==> config.mk <==
export PLATFORM = sky130hd
export DESIGN_NAME = asyn_fifo_wr_arb_flat
export DESIGN_NICKNAME = d
export VERILOG_FILES = /design/src/rtl/asyn_fifo_wr_arb_if.sv /design/src/rtl/asyn_fifo_wr_arb.sv /design/src/flat_wrapper.sv
export SDC_FILE = /design/constraint.sdc
export NUM_CORES = 1
export LEC_CHECK = 0
export BUFFER_PORTS_ARGS = -buffer_cell sky130_fd_sc_hd__buf_4
export CAP_MARGIN = 15
export CELL_PAD_IN_SITES_DETAIL_PLACEMENT = 0
export CELL_PAD_IN_SITES_GLOBAL_PLACEMENT = 1
export CORE_ASPECT_RATIO = 1.1
export CORE_MARGIN = 3
export CORE_UTILIZATION = 28
export CTS_BUF_LIST = sky130_fd_sc_hd__clkbuf_16
export CTS_CLUSTER_DIAMETER = 80
export DETAILED_ROUTE_END_ITERATION = 7
export PLACE_DENSITY_LB_ADDON = 0.1
export SLEW_MARGIN = 30
export SYNTH_ARGS = -nofsm -noshare
export SYNTH_HDL_FRONTEND = slang
export SYNTH_SLANG_ARGS = --single-unit
==> constraint.sdc <==
create_clock -name clk_wr_i -period 4.64 [get_ports clk_wr_i]
set_input_delay 0.696 -clock clk_wr_i [delete_from_list [all_inputs] [get_ports clk_wr_i]]
set_output_delay 0.696 -clock clk_wr_i [all_outputs]
set_load 0.02 [all_outputs]
==> src/rtl/asyn_fifo_wr_arb_if.sv <==
// ----------------------------------------------------------------------------
// asyn_fifo_wr_arb_if
// Bundle of requester-side and FIFO-side signals for the async FIFO
// write-port arbiter.
//   req_i    : per-requester request (data slice valid while high)
//   last_i   : per-requester end-of-burst marker
//   data_i   : packed requester words, requester k at [k*DATA_WIDTH +: DATA_WIDTH]
//   full_n_i : FIFO has space (1 = not full)
//   gnt_o    : one-hot grant, word of owner consumed at next clk_wr_i edge
//   wr_o     : FIFO write strobe
//   data_o   : FIFO write data
//   src_o    : current / last owner index
//   busy_o   : a burst is in progress
//   beat_o   : words accepted in the current burst
// Modport slave is the arbiter; master is the requesters + FIFO side.
// ----------------------------------------------------------------------------
interface asyn_fifo_wr_arb_if #(
    parameter int NUM_REQ    = 4,
    parameter int DATA_WIDTH = 18,
    parameter int MAX_BURST  = 8
);
    localparam int SRC_W  = $clog2(NUM_REQ);
    localparam int BEAT_W = $clog2(MAX_BURST + 1);

    logic [NUM_REQ-1:0]            req_i;
    logic [NUM_REQ-1:0]            last_i;
    logic [NUM_REQ*DATA_WIDTH-1:0] data_i;
    logic                          full_n_i;
    logic [NUM_REQ-1:0]            gnt_o;
    logic                          wr_o;
    logic [DATA_WIDTH-1:0]         data_o;
    logic [SRC_W-1:0]              src_o;
    logic                          busy_o;
    logic [BEAT_W-1:0]             beat_o;

    modport master (
        output req_i, last_i, data_i, full_n_i,
        input  gnt_o, wr_o, data_o, src_o, busy_o, beat_o
    );

    modport slave (
        input  req_i, last_i, data_i, full_n_i,
        output gnt_o, wr_o, data_o, src_o, busy_o, beat_o
    );
endinterface

==> src/rtl/asyn_fifo_wr_arb.sv <==
// ----------------------------------------------------------------------------
// asyn_fifo_wr_arb
// Round-robin burst arbiter sharing the single async-FIFO write port among
// NUM_REQ requesters, in the clk_wr_i domain. A burst ends on last_i of the
// owner, on reaching MAX_BURST words, or when the owner drops its request.
// Writes stall on a full FIFO so no word is dropped or duplicated.
// Ports:
//   clk_wr_i : write clock (same as FIFO write clock)
//   reset    : asynchronous, active-low reset
//   bus      : slave side of asyn_fifo_wr_arb_if (requests, data, FIFO
//              flag in; grant, write strobe, data, status out)
// ----------------------------------------------------------------------------
module asyn_fifo_wr_arb #(
    parameter int NUM_REQ    = 4,
    parameter int DATA_WIDTH = 18,
    parameter int MAX_BURST  = 8
) (
    input  logic                     clk_wr_i,
    input  logic                     reset,
    asyn_fifo_wr_arb_if.slave        bus
);
    localparam int SRC_W  = $clog2(NUM_REQ);
    localparam int BEAT_W = $clog2(MAX_BURST + 1);

    localparam logic [0:0] ST_IDLE = 1'b0;
    localparam logic [0:0] ST_XFER = 1'b1;

    logic [0:0]        state_q,  state_d;
    logic [SRC_W-1:0]  owner_q,  owner_d;
    logic [SRC_W-1:0]  rr_ptr_q, rr_ptr_d;
    logic [BEAT_W-1:0] beat_q,   beat_d;

    logic              accept;
    logic              found;
    logic [SRC_W-1:0]  winner;
    logic [SRC_W-1:0]  cand;
    logic [NUM_REQ-1:0] gnt;

    // Round-robin search starting just after the last owner; modulo keeps
    // non-power-of-two requester counts correct.
    always_comb begin
        found  = 1'b0;
        winner = '0;
        cand   = '0;
        for (int i = 1; i <= NUM_REQ; i++) begin
            cand = SRC_W'((int'(rr_ptr_q) + i) % NUM_REQ);
            if (!found && bus.req_i[cand]) begin
                found  = 1'b1;
                winner = cand;
            end
        end
    end

    assign accept = (state_q == ST_XFER) && bus.req_i[owner_q] && bus.full_n_i;

    always_comb begin
        state_d  = state_q;
        owner_d  = owner_q;
        rr_ptr_d = rr_ptr_q;
        beat_d   = beat_q;
        if (state_q == ST_IDLE) begin
            if (found) begin
                state_d = ST_XFER;
                owner_d = winner;
                beat_d  = '0;
            end
        end else begin
            // Withdrawal ends the burst even while stalled on full.
            if (!bus.req_i[owner_q]) begin
                state_d  = ST_IDLE;
                rr_ptr_d = owner_q;
                beat_d   = '0;
            end else if (bus.full_n_i) begin
                if (bus.last_i[owner_q] || (int'(beat_q) + 1 == MAX_BURST)) begin
                    state_d  = ST_IDLE;
                    rr_ptr_d = owner_q;
                    beat_d   = '0;
                end else begin
                    beat_d = beat_q + BEAT_W'(1);
                end
            end
        end
    end

    always_ff @(posedge clk_wr_i or negedge reset) begin
        if (!reset) begin
            state_q  <= ST_IDLE;
            owner_q  <= '0;
            rr_ptr_q <= SRC_W'(NUM_REQ - 1);
            beat_q   <= '0;
        end else begin
            state_q  <= state_d;
            owner_q  <= owner_d;
            rr_ptr_q <= rr_ptr_d;
            beat_q   <= beat_d;
        end
    end

    always_comb begin
        gnt = '0;
        if (accept) begin
            gnt[owner_q] = 1'b1;
        end
    end

    assign bus.gnt_o  = gnt;
    assign bus.wr_o   = accept;
    assign bus.data_o = accept ? bus.data_i[owner_q*DATA_WIDTH +: DATA_WIDTH] : '0;
    assign bus.src_o  = owner_q;
    assign bus.busy_o = (state_q == ST_XFER);
    assign bus.beat_o = beat_q;

endmodule

==> src/flat_wrapper.sv <==
// flat-port wrapper written by rule: the top's interface ports become plain ports
module asyn_fifo_wr_arb_flat 
#(
    parameter int NUM_REQ    = 4,
    parameter int DATA_WIDTH = 18,
    parameter int MAX_BURST  = 8
)
  (clk_wr_i, reset, bus_req_i, bus_last_i, bus_data_i, bus_full_n_i, bus_gnt_o, bus_wr_o, bus_data_o, bus_src_o, bus_busy_o, bus_beat_o);
  asyn_fifo_wr_arb_if #(.NUM_REQ(NUM_REQ), .DATA_WIDTH(DATA_WIDTH), .MAX_BURST(MAX_BURST)) bus_i ();
  input  logic clk_wr_i;
  input  logic reset;
  input wire logic [$bits(bus_i.req_i)-1:0] bus_req_i;
  input wire logic [$bits(bus_i.last_i)-1:0] bus_last_i;
  input wire logic [$bits(bus_i.data_i)-1:0] bus_data_i;
  input wire logic [$bits(bus_i.full_n_i)-1:0] bus_full_n_i;
  output wire logic [$bits(bus_i.gnt_o)-1:0] bus_gnt_o;
  output wire logic [$bits(bus_i.wr_o)-1:0] bus_wr_o;
  output wire logic [$bits(bus_i.data_o)-1:0] bus_data_o;
  output wire logic [$bits(bus_i.src_o)-1:0] bus_src_o;
  output wire logic [$bits(bus_i.busy_o)-1:0] bus_busy_o;
  output wire logic [$bits(bus_i.beat_o)-1:0] bus_beat_o;
  assign bus_i.req_i = bus_req_i;
  assign bus_i.last_i = bus_last_i;
  assign bus_i.data_i = bus_data_i;
  assign bus_i.full_n_i = bus_full_n_i;
  assign bus_gnt_o = bus_i.gnt_o;
  assign bus_wr_o = bus_i.wr_o;
  assign bus_data_o = bus_i.data_o;
  assign bus_src_o = bus_i.src_o;
  assign bus_busy_o = bus_i.busy_o;
  assign bus_beat_o = bus_i.beat_o;
  asyn_fifo_wr_arb #(.NUM_REQ(NUM_REQ), .DATA_WIDTH(DATA_WIDTH), .MAX_BURST(MAX_BURST)) u_core (.clk_wr_i(clk_wr_i), .reset(reset), .bus(bus_i));
endmodule
Word-level counts from Yosys, hierarchy flattened
Index checks and enable logic that the tools add are counted.

operators by class
  div/mod/pow operators = 0
  muxes and demuxes = 37
  bitwise operators = 1
  add/subtract/negate cells = 6
  reductions and logical operators = 14
  $mul = 1
  magnitude comparators = 6
  eq/ne operators = 4
  shift operators = 1

operators by type and width
  cell                 number
  $shiftx 72x8->18     1
  $eq 32x5->1 const B  1
  $mux 4               6
  $mux 18              1
  $mux 1               16
  $lt 2x3->1 const B   5
  $mux 2               7
  $bmux 1 s2           6
  $logic_and 1x1->1    6
  $mul 2x4->6 const B  1
  $add 4x1->5 const B  1
  $add 2x1->2 const B  2
  $add 2x2->2 const B  2
  $add 4x1->4 const B  1
  $ne 2x2->1 const B   2
  $reduce_and 2->1     2
  $logic_not 1->1      3
  $ne 3x3->1 const B   1
  $reduce_and 3->1     1
  $demux 1 s2          1
  $ge 2x1->1 const B   1
  $reduce_bool 2->1    1
  $logic_or 1x1->1     1
  $not 1->1            1

word-level totals
  flip-flop bits (word level) = 9
  ROM bits = 0
  RAM bits = 0
  latch bits = 0
  memories = 0

Longest topological paths before layout
Gate-level depths: netlist of the first run.

  depth after elaboration = 15
  gate-level depth with buffers = 6
  depth with buffers taken out = 4

Worst setup path before layout of the first run
No wires, ideal clock.

  path type = input to output
  start = in bus_req_i[3]
  end = out bus_data_o[10]
  buffers on the path = 2
  arrival = 1.946 ns
  cell stages on the path = 5
  slack = 1.998 ns
  cell sequence = mux4_2 > buf_6 > and3_4 > clkbuf_1 > and2_1

between the ends
  longest elaborated chain between the ends = 5

RTL lines
  item                             RTL line                 RTL
  start, declared                  flat_wrapper.sv:12       input wire logic [$bits(bus_i.req_i)-1:0] bus_req_i;
  $bmux 1 s2                       asyn_fifo_wr_arb.sv:54   assign accept = (state_q == ST_XFER) && bus.req_i[owner_q] && bus.full_n_i;
  $mux 1 (not written as such)     asyn_fifo_wr_arb.sv:54
  $logic_and 1x1->1 (2 in series)  asyn_fifo_wr_arb.sv:54
  net bus_wr_o                     flat_wrapper.sv:17       output wire logic [$bits(bus_i.wr_o)-1:0] bus_wr_o;
  $mux 18                          asyn_fifo_wr_arb.sv:108  assign bus.data_o = accept ? bus.data_i[owner_q*DATA_WIDTH +: DATA_WIDTH] : '0;
  end, declared                    flat_wrapper.sv:18       output wire logic [$bits(bus_i.data_o)-1:0] bus_data_o;

The timed path passes the listed nets, and every way through them passes these cells. The select of a mux whose other input is x is not followed.

Worst setup path after layout of the first run
  start = reg u_core.owner_q[0] (netlist: u_core.bus.src_o[0])
  end = out bus_data_o[16]

between the ends
  longest elaborated chain between the ends = 5
  elaborated cells on any way between the ends = 7
  classes of those cells = mul: 1; shift: 1; mux: 3; reduce/logical: 2

RTL lines
  item                                                 RTL line                 RTL
  start, declared                                      asyn_fifo_wr_arb.sv:29   logic [SRC_W-1:0] owner_q, owner_d;
  start signal, assigned                               asyn_fifo_wr_arb.sv:93   owner_q <= owner_d;
  branches (longest 4 deep; another with $mul 2x4->6)  -
  $mux 18 (*)                                          asyn_fifo_wr_arb.sv:108

Mark *: on every way between the ends. The select of a mux whose other input is x is not followed.

==> impl_results.md, run 1 <==
* Combinational share of power at between 60% and 70%
* Chip width at 69.4 um
* N_diodes at 0
* RSZ-0062 raised after global routing: false
* RR Startpoint: u_core.bus.src_o[0]
* Fin crit share at between 60% and 70%
* Max-slew headroom at between 60 and 70%
* Initial antenna violation count at 0
* DP Area at roughly 2100 um^2
* VDD IR max at 0.419 mV
* TNS Setup at 0 ns
* Worst skew pair latency at ~0.23 ns
* Post-synth cell types at 36
* Avg Synthesized Cell Area at ~11 um^2
* Seq/Total Area, Yosys at between 10% and 20%
* Crit path kind: reg2out
* Largest net degree at the start of global routing at 26
* CTS tree: yes
* Syn. warnings at 0
* Fin nets at 306
* Clock Pin Slew Worst Setup and Hold Paths at 0.04 ns
* Final Hold Viols at 0
* Remaining routing DRC violations at 0
* Root Driver: clkbuf_16
* Most area-hungry cell type in the Yosys netlist: mux4_2
* Die H at 75.8 um
* Psw at 396 uW
* H-tree depth at 1
* Core Rows at 24
* CP top delay family: multiplexers
* DP HPWL at around 3.7 mm
* Worst path max stage delay at ~0.67 ns
* Fin crit period at 2.90 ns
* First DRT Iteration DRCs at 83
* Starting density of the core at between 30% and 40%
* Via count at 1,398
* Sw Share at 40.5%
* Launch point of the critical path: u_core.bus.src_o[0]
* Clock power frac at 14.7%
* CTS buffer count at 3
* Internal power at 583 uW
* Hold WS at between 0.2 and 0.3 ns
* PwrDens at about 450 nW/um^2
* Fin area at 2170 um^2
* Slowest CP cell: mux4_2
* WP data required at about 3.9 ns
* # IOs at between 100 and 150
* Grt total ovfl at 0
* Post-CTS setup buffers at 0
* Fin util at 52.7%
* Antenna Nets Post-Route at 0
* Tot GR Track Use at between 10% and 20%
* F_max at 345 MHz
* Clk buf depth at 2
* Vias in the first global route at around 1,300
* Crit path max fanout at 25
* Endpoints failing setup at 0
* Final worst clock skew at 0.00130 ns
* CTS hold repair buffers at 0
* Gp weighted congestion at 0.907
* Kind of end point of the critical path: primary output
* Register bit count reported by yosys at 9
* Post-Synthesis Cell Area at ~1200 um^2
* Slew Viols, Final at 0
* Fraction of layout cells with a size suffix above 1 at 63.8%
* Synthesized instance count at 115
* Max cap viols at 0
* Routed wire length at 4.58 mm
* Port Buf Inserts at approximately 110
* Clock sinks at 9
* Synth Net Count at just under 200
* Top cell type's share of synthesized area at about 36%
* Crit path DAT at ~2.2 ns
* Pleak at 0.00104 uW
* WL/cell at 16.8 um
* PostCTS Resize Cnt at 0
* Drt via density at between 5 and 6
* Pre-Repair DR Iteration Count at 4
* Seq pwr share at 15.6%
* Hold Crit Class: in2async
* Critical-path cell list: buf_4 -> mux4_2 -> and3_4 -> and2_1 -> buf_4
* Area contributors post-synth: mux4_2, dfrtp_1, and2_1
* Status: finished clean
* Fillers at around 390
* Area growth, synth to finish at 75.2%
* Crit start category: flip-flop
* First-pass GRT wire length at 6.98 mm
* Buf+Inv Stages, Crit Path at 2
* Core area at 4110 um^2
* DIE AREA at 5260 um^2
* Tightest Pin Transition at approximately 0.58 ns
* Cell repeated most along the worst path: buf_4
[cells in the final DEF (no fill, tap or decap)]
master     count
a211o_1        2
a21oi_1        1
a21oi_4        1
a22o_1         1
a2bb2oi_1      2
a311o_1        2
a31oi_1        2
a32o_1         1
and2_1        18
and3_4         1
and4_1         2
and4b_1        1
buf_4        114
clkbuf_16      3
dfrtp_1        7
dfstp_2        2
ha_1           1
inv_1          6
mux2i_1        1
mux4_2        20
nand2_1        7
nand3_1        2
nand3b_1       3
nand4b_1       1
nor2_1         5
nor2b_1        2
nor3_1         1
nor3b_1        2
nor4_1         2
nor4b_1        1
o21ai_0        2
o221ai_1       2
o22a_1         1
o22ai_1        1
o41ai_1        1
[flip-flops by register name, indices dropped and copies added (netlist names)]
register           count
u_core.bus.src_o       2
u_core.rr_ptr_q        2
u_core.bus.busy_o      1
u_core.bus.beat_o      4
[layout make-up]
cell class / instances / area, um^2 / share of cell area (%)
multi-input cells: 89 / 923 / 42.6
repair buffers: 114 / 856 / 39.4
flip-flops and latches: 9 / 228 / 10.5
clock buffers: 3 / 75.1 / 3.46
well taps: 52 / 65.1 / 3.00
inverters: 5 / 18.8 / 0.865
clock inverters: 1 / 3.75 / 0.173
[worst register-to-register path: cells and delay by family (launching register included)]
kind	cells	cell delay, ns
buffers and inverters	1	0.37
multiplexers	1	0.67
flip-flops	1	0.32
AO/OA/AOI/OAI	2	0.60
[stage by stage]
stage / std cells / total power [uW] / setup WS [ns]
3_3_place_gp: 269 / 839 / 1.95
4_1_cts: 273 / 992 / 1.70
5_1_grt: 273 / 1050 / 1.60
2_1_floorplan: 115 / 650 / 2.00
6_report: 273 / 979 / 1.74
3_5_place_dp: 269 / 844 / 1.92
[synthesized netlist by cell type (all sizes together)]
library cell,number
nand4b,1
ha,1
o21ai,2
nor3b,2
nand3b,3
o22ai,1
mux2i,1
buf,4
dfstp,2
a31oi,2
a211o,2
a2bb2oi,2
o41ai,1
a311o,2
and2,18
o221ai,2
clkbuf,8
a21oi,2
dfrtp,7
and4,2
and3,1
nand2,7
inv,5
o22a,1
and4b,1
nor3,1
mux4,20
nand3,2
a32o,1
a22o,1
nor4b,1
nor4,2
nor2,5
nor2b,2
[power groups by stage]
stage	combinational [uW]	clock, uW	sequential [uW]
final	683	144	152
after CTS	694	147	151
after floorplan	500	0	150
after global placement	688	0	152
after detailed placement	693	0	151
after global routing	740	154	157
[per-layer routing]
layer | routed length, um | share of wire [%] | up-vias | global-route usage, %
li1 | - | - | 666 | -
met1 | 1860 | 41 | 661 | 21.2
met2 | 2380 | 52 | 69 | 29.8
met3 | 321 | 7.0 | 2 | 1.98
met4 | 13 | 0.28 | 0 | 3.47
met5 | 0 | 0 | - | 0
[final timing paths]
| check | end | slack, ns | depth (start not counted) |
|---|---|---|---|
| worst min register to register | u_core.bus.beat_o[3] | 0.53 | 1 |
| worst max register to register | u_core.bus.beat_o[2] | 2.57 | 4 |
| max in group asynchronous | u_core.rr_ptr_q[0] | 4.15 | 1 |
| min in group clk_wr_i | u_core.bus.beat_o[3] | 0.53 | 1 |
| worst max-delay path | bus_data_o[16] | 1.74 | 5 |
| worst min-delay path | u_core.bus.beat_o[1] | 0.28 | 1 |
[kinds of logic after synthesis]
logic type,Yosys count,synth area share (%)
AOI/OAI and AO/OA,19,12.8
adders and majority gates,1,1.01
buffers and inverters,17,7.07
DFF,9,18.4
muxes,21,37.2
and+or+nand+nor,48,23.5
(Power assumes the default switching activity.)
==> inputs of run 2 (changes only) <==
--- a/config.mk
+++ b/config.mk
@@ -11,7 +11,7 @@
 export CELL_PAD_IN_SITES_GLOBAL_PLACEMENT = 1
 export CORE_ASPECT_RATIO = 1.1
 export CORE_MARGIN = 3
-export CORE_UTILIZATION = 28
+export CORE_UTILIZATION = 23
 export CTS_BUF_LIST = sky130_fd_sc_hd__clkbuf_16
 export CTS_CLUSTER_DIAMETER = 80
 export DETAILED_ROUTE_END_ITERATION = 7
==> constraint.sdc (replaced) <==
create_clock -name clk_wr_i -period 2.4 [get_ports clk_wr_i]
set_input_delay 0.36 -clock clk_wr_i [delete_from_list [all_inputs] [get_ports clk_wr_i]]
set_output_delay 0.36 -clock clk_wr_i [all_outputs]
set_load 0.02 [all_outputs]
==> impl_results.md, run 2 (synthesized netlist as in run 1, its figures left out) <==
* Remaining routing DRC violations at 0
* WP data required at 2.04 ns
* WL/cell at 17.2 um
* Chip width at 76.0 um
* Vias in the first global route at 1,463
* CTS tree: yes
* Fraction of layout cells with a size suffix above 1 at 63.7%
* Clock Pin Slew Worst Setup and Hold Paths at 0.04 ns
* Largest net degree at the start of global routing at 25
* Critical-path cell list: mux4_2 -> and3_4 -> and2_1 -> buf_4
* Die H at 83.0 um
* Final Worst Setup Slack at 0.128 ns
* RSZ-0062 raised after global routing: false
* Place WS at 0.337 ns
* Grt total ovfl at 0
* Crit start category: flip-flop
* Fin util at 43.6%
* Commonest non-fill, non-tap cells in the layout: buf_4, mux4_2, and2_1
* Root Driver: clkbuf_16
* Clk buf depth at 2
* Slew Viols, Final at 0
* Routed wire length at 5.08 mm
* DIE AREA at 6300 um^2
* PostCTS Resize Cnt at 0
* Tot GR Track Use at 15.8%
* Initial antenna violation count at 0
* H-tree depth at 1
* F_max at around 440 MHz
* TNS Setup at 0 ns
* Antenna Nets Post-Route at 0
* Drt via density at about 5
* Final worst clock skew at 0.00270 ns
* Max reg flops at 4
* # IOs at between 100 and 150
* Slowest CP cell: mux4_2
* First DRT Iteration DRCs at 36
* Status: finished clean
* VDD IR max at around 0.45 mV
* Tightest Pin Transition at 0.407 ns
* Crit path max fanout at 20
* Pleak at 0.00106 uW
* Final Hold Viols at 0
* Fin crit share at between 90 and 100%
* Post-CTS setup buffers at 0
* Area growth, synth to finish at 79.6%
* Port Buf Inserts at around 110
* PwrDens at 877 nW/um^2
* Crit path kind: reg2out
* First-pass GRT wire length at 8.13 mm
* Clock sinks at 9
* CTS hold repair buffers at 1
* Crit path DAT at 1.91 ns
* Worst path max stage delay at between 0.6 and 0.7 ns
* Fin nets at 308
* Fin crit period at 2.27 ns
* Gp weighted congestion at 0.832
* Core area at 5100 um^2
* Via count at ~1,400
* N_diodes at 0
* Endpoints failing setup at 0
* Worst skew pair latency at 0.24 ns
* CTS buffer count at 3
* Max cap viols at 0
* Core Rows at 27
* Starting density of the core at ~24%
* Hold Crit Class: in2async
* Max-slew headroom at 72.8%
* Most common cell after layout, fill and taps aside: buf_4
* Pre-Repair DR Iteration Count at 4
* Kind of end point of the critical path: primary output
## run 2: changes by cell type in the layout (fill, tap and decap cells not counted)
cell / change
buf_12: +1
dlygate4sd3_1: +1
## run 2: layout make-up
class,count,area [um^2]
Fill cell,495,2880
Multi-Input combinational cell,89,923
Timing Repair Buffer,116,886
Sequential cell,9,228
Tap cell,72,90.1
Clock buffer,3,75.1
Inverter,5,18.8
Clock inverter,1,3.75
## run 2: critical path, delay by kind of cell, from the launching register on
| family | cells | cell delay [ns] |
|---|---|---|
| multiplexers | 1 | 0.64 |
| flip-flops | 1 | 0.42 |
| AND/OR/NAND/NOR | 2 | 0.46 |
| buffers and inverters | 1 | 0.16 |
## run 2: per-stage QoR
| step | total power [uW] | hold WS, ns | instances | cell area (um^2) |
|---|---|---|---|---|
| after floorplan | 1260 | 0.0644 | 115 | 1240 |
| after global placement | 1660 | 0.186 | 290 | 2140 |
| after detailed placement | 1670 | 0.191 | 290 | 2140 |
| after CTS | 1980 | 0.474 | 295 | 2220 |
| after global routing | 2080 | 0.501 | 295 | 2220 |
| final | 1950 | 0.471 | 295 | 2220 |
## run 2: worst paths after layout
| path | cells past startpoint | slack (ns) | end | startpoint |
|---|---|---|---|---|
| setup / recovery | 4 | 0.13 | bus_data_o[8] | u_core.bus.src_o[0] |
| hold / removal | 2 | 0.47 | u_core.bus.beat_o[2] | reset |
| setup reg to reg | 5 | 0.44 | u_core.rr_ptr_q[1] | u_core.bus.src_o[0] |
| hold reg to reg | 1 | 0.52 | u_core.bus.beat_o[3] | u_core.bus.beat_o[3] |
| max in group asynchronous | 2 | 1.71 | u_core.rr_ptr_q[0] | reset |
| min in group clk_wr_i | 3 | 0.48 | u_core.bus.src_o[0] | bus_req_i[1] |
## run 2: layer usage
metal	track usage, %	routed length, um
met5	0	0
met4	3.46	42
met3	3.90	398
met2	27.7	2560
met1	19.7	2080
## run 2: power breakdown
part	total (uW)	internal (uW)	leakage (uW)	switching, uW
Sequential	311	217	0.000112	94.1
Clock	295	218	0.0000423	77.3
Combinational	1340	719	0.000903	625
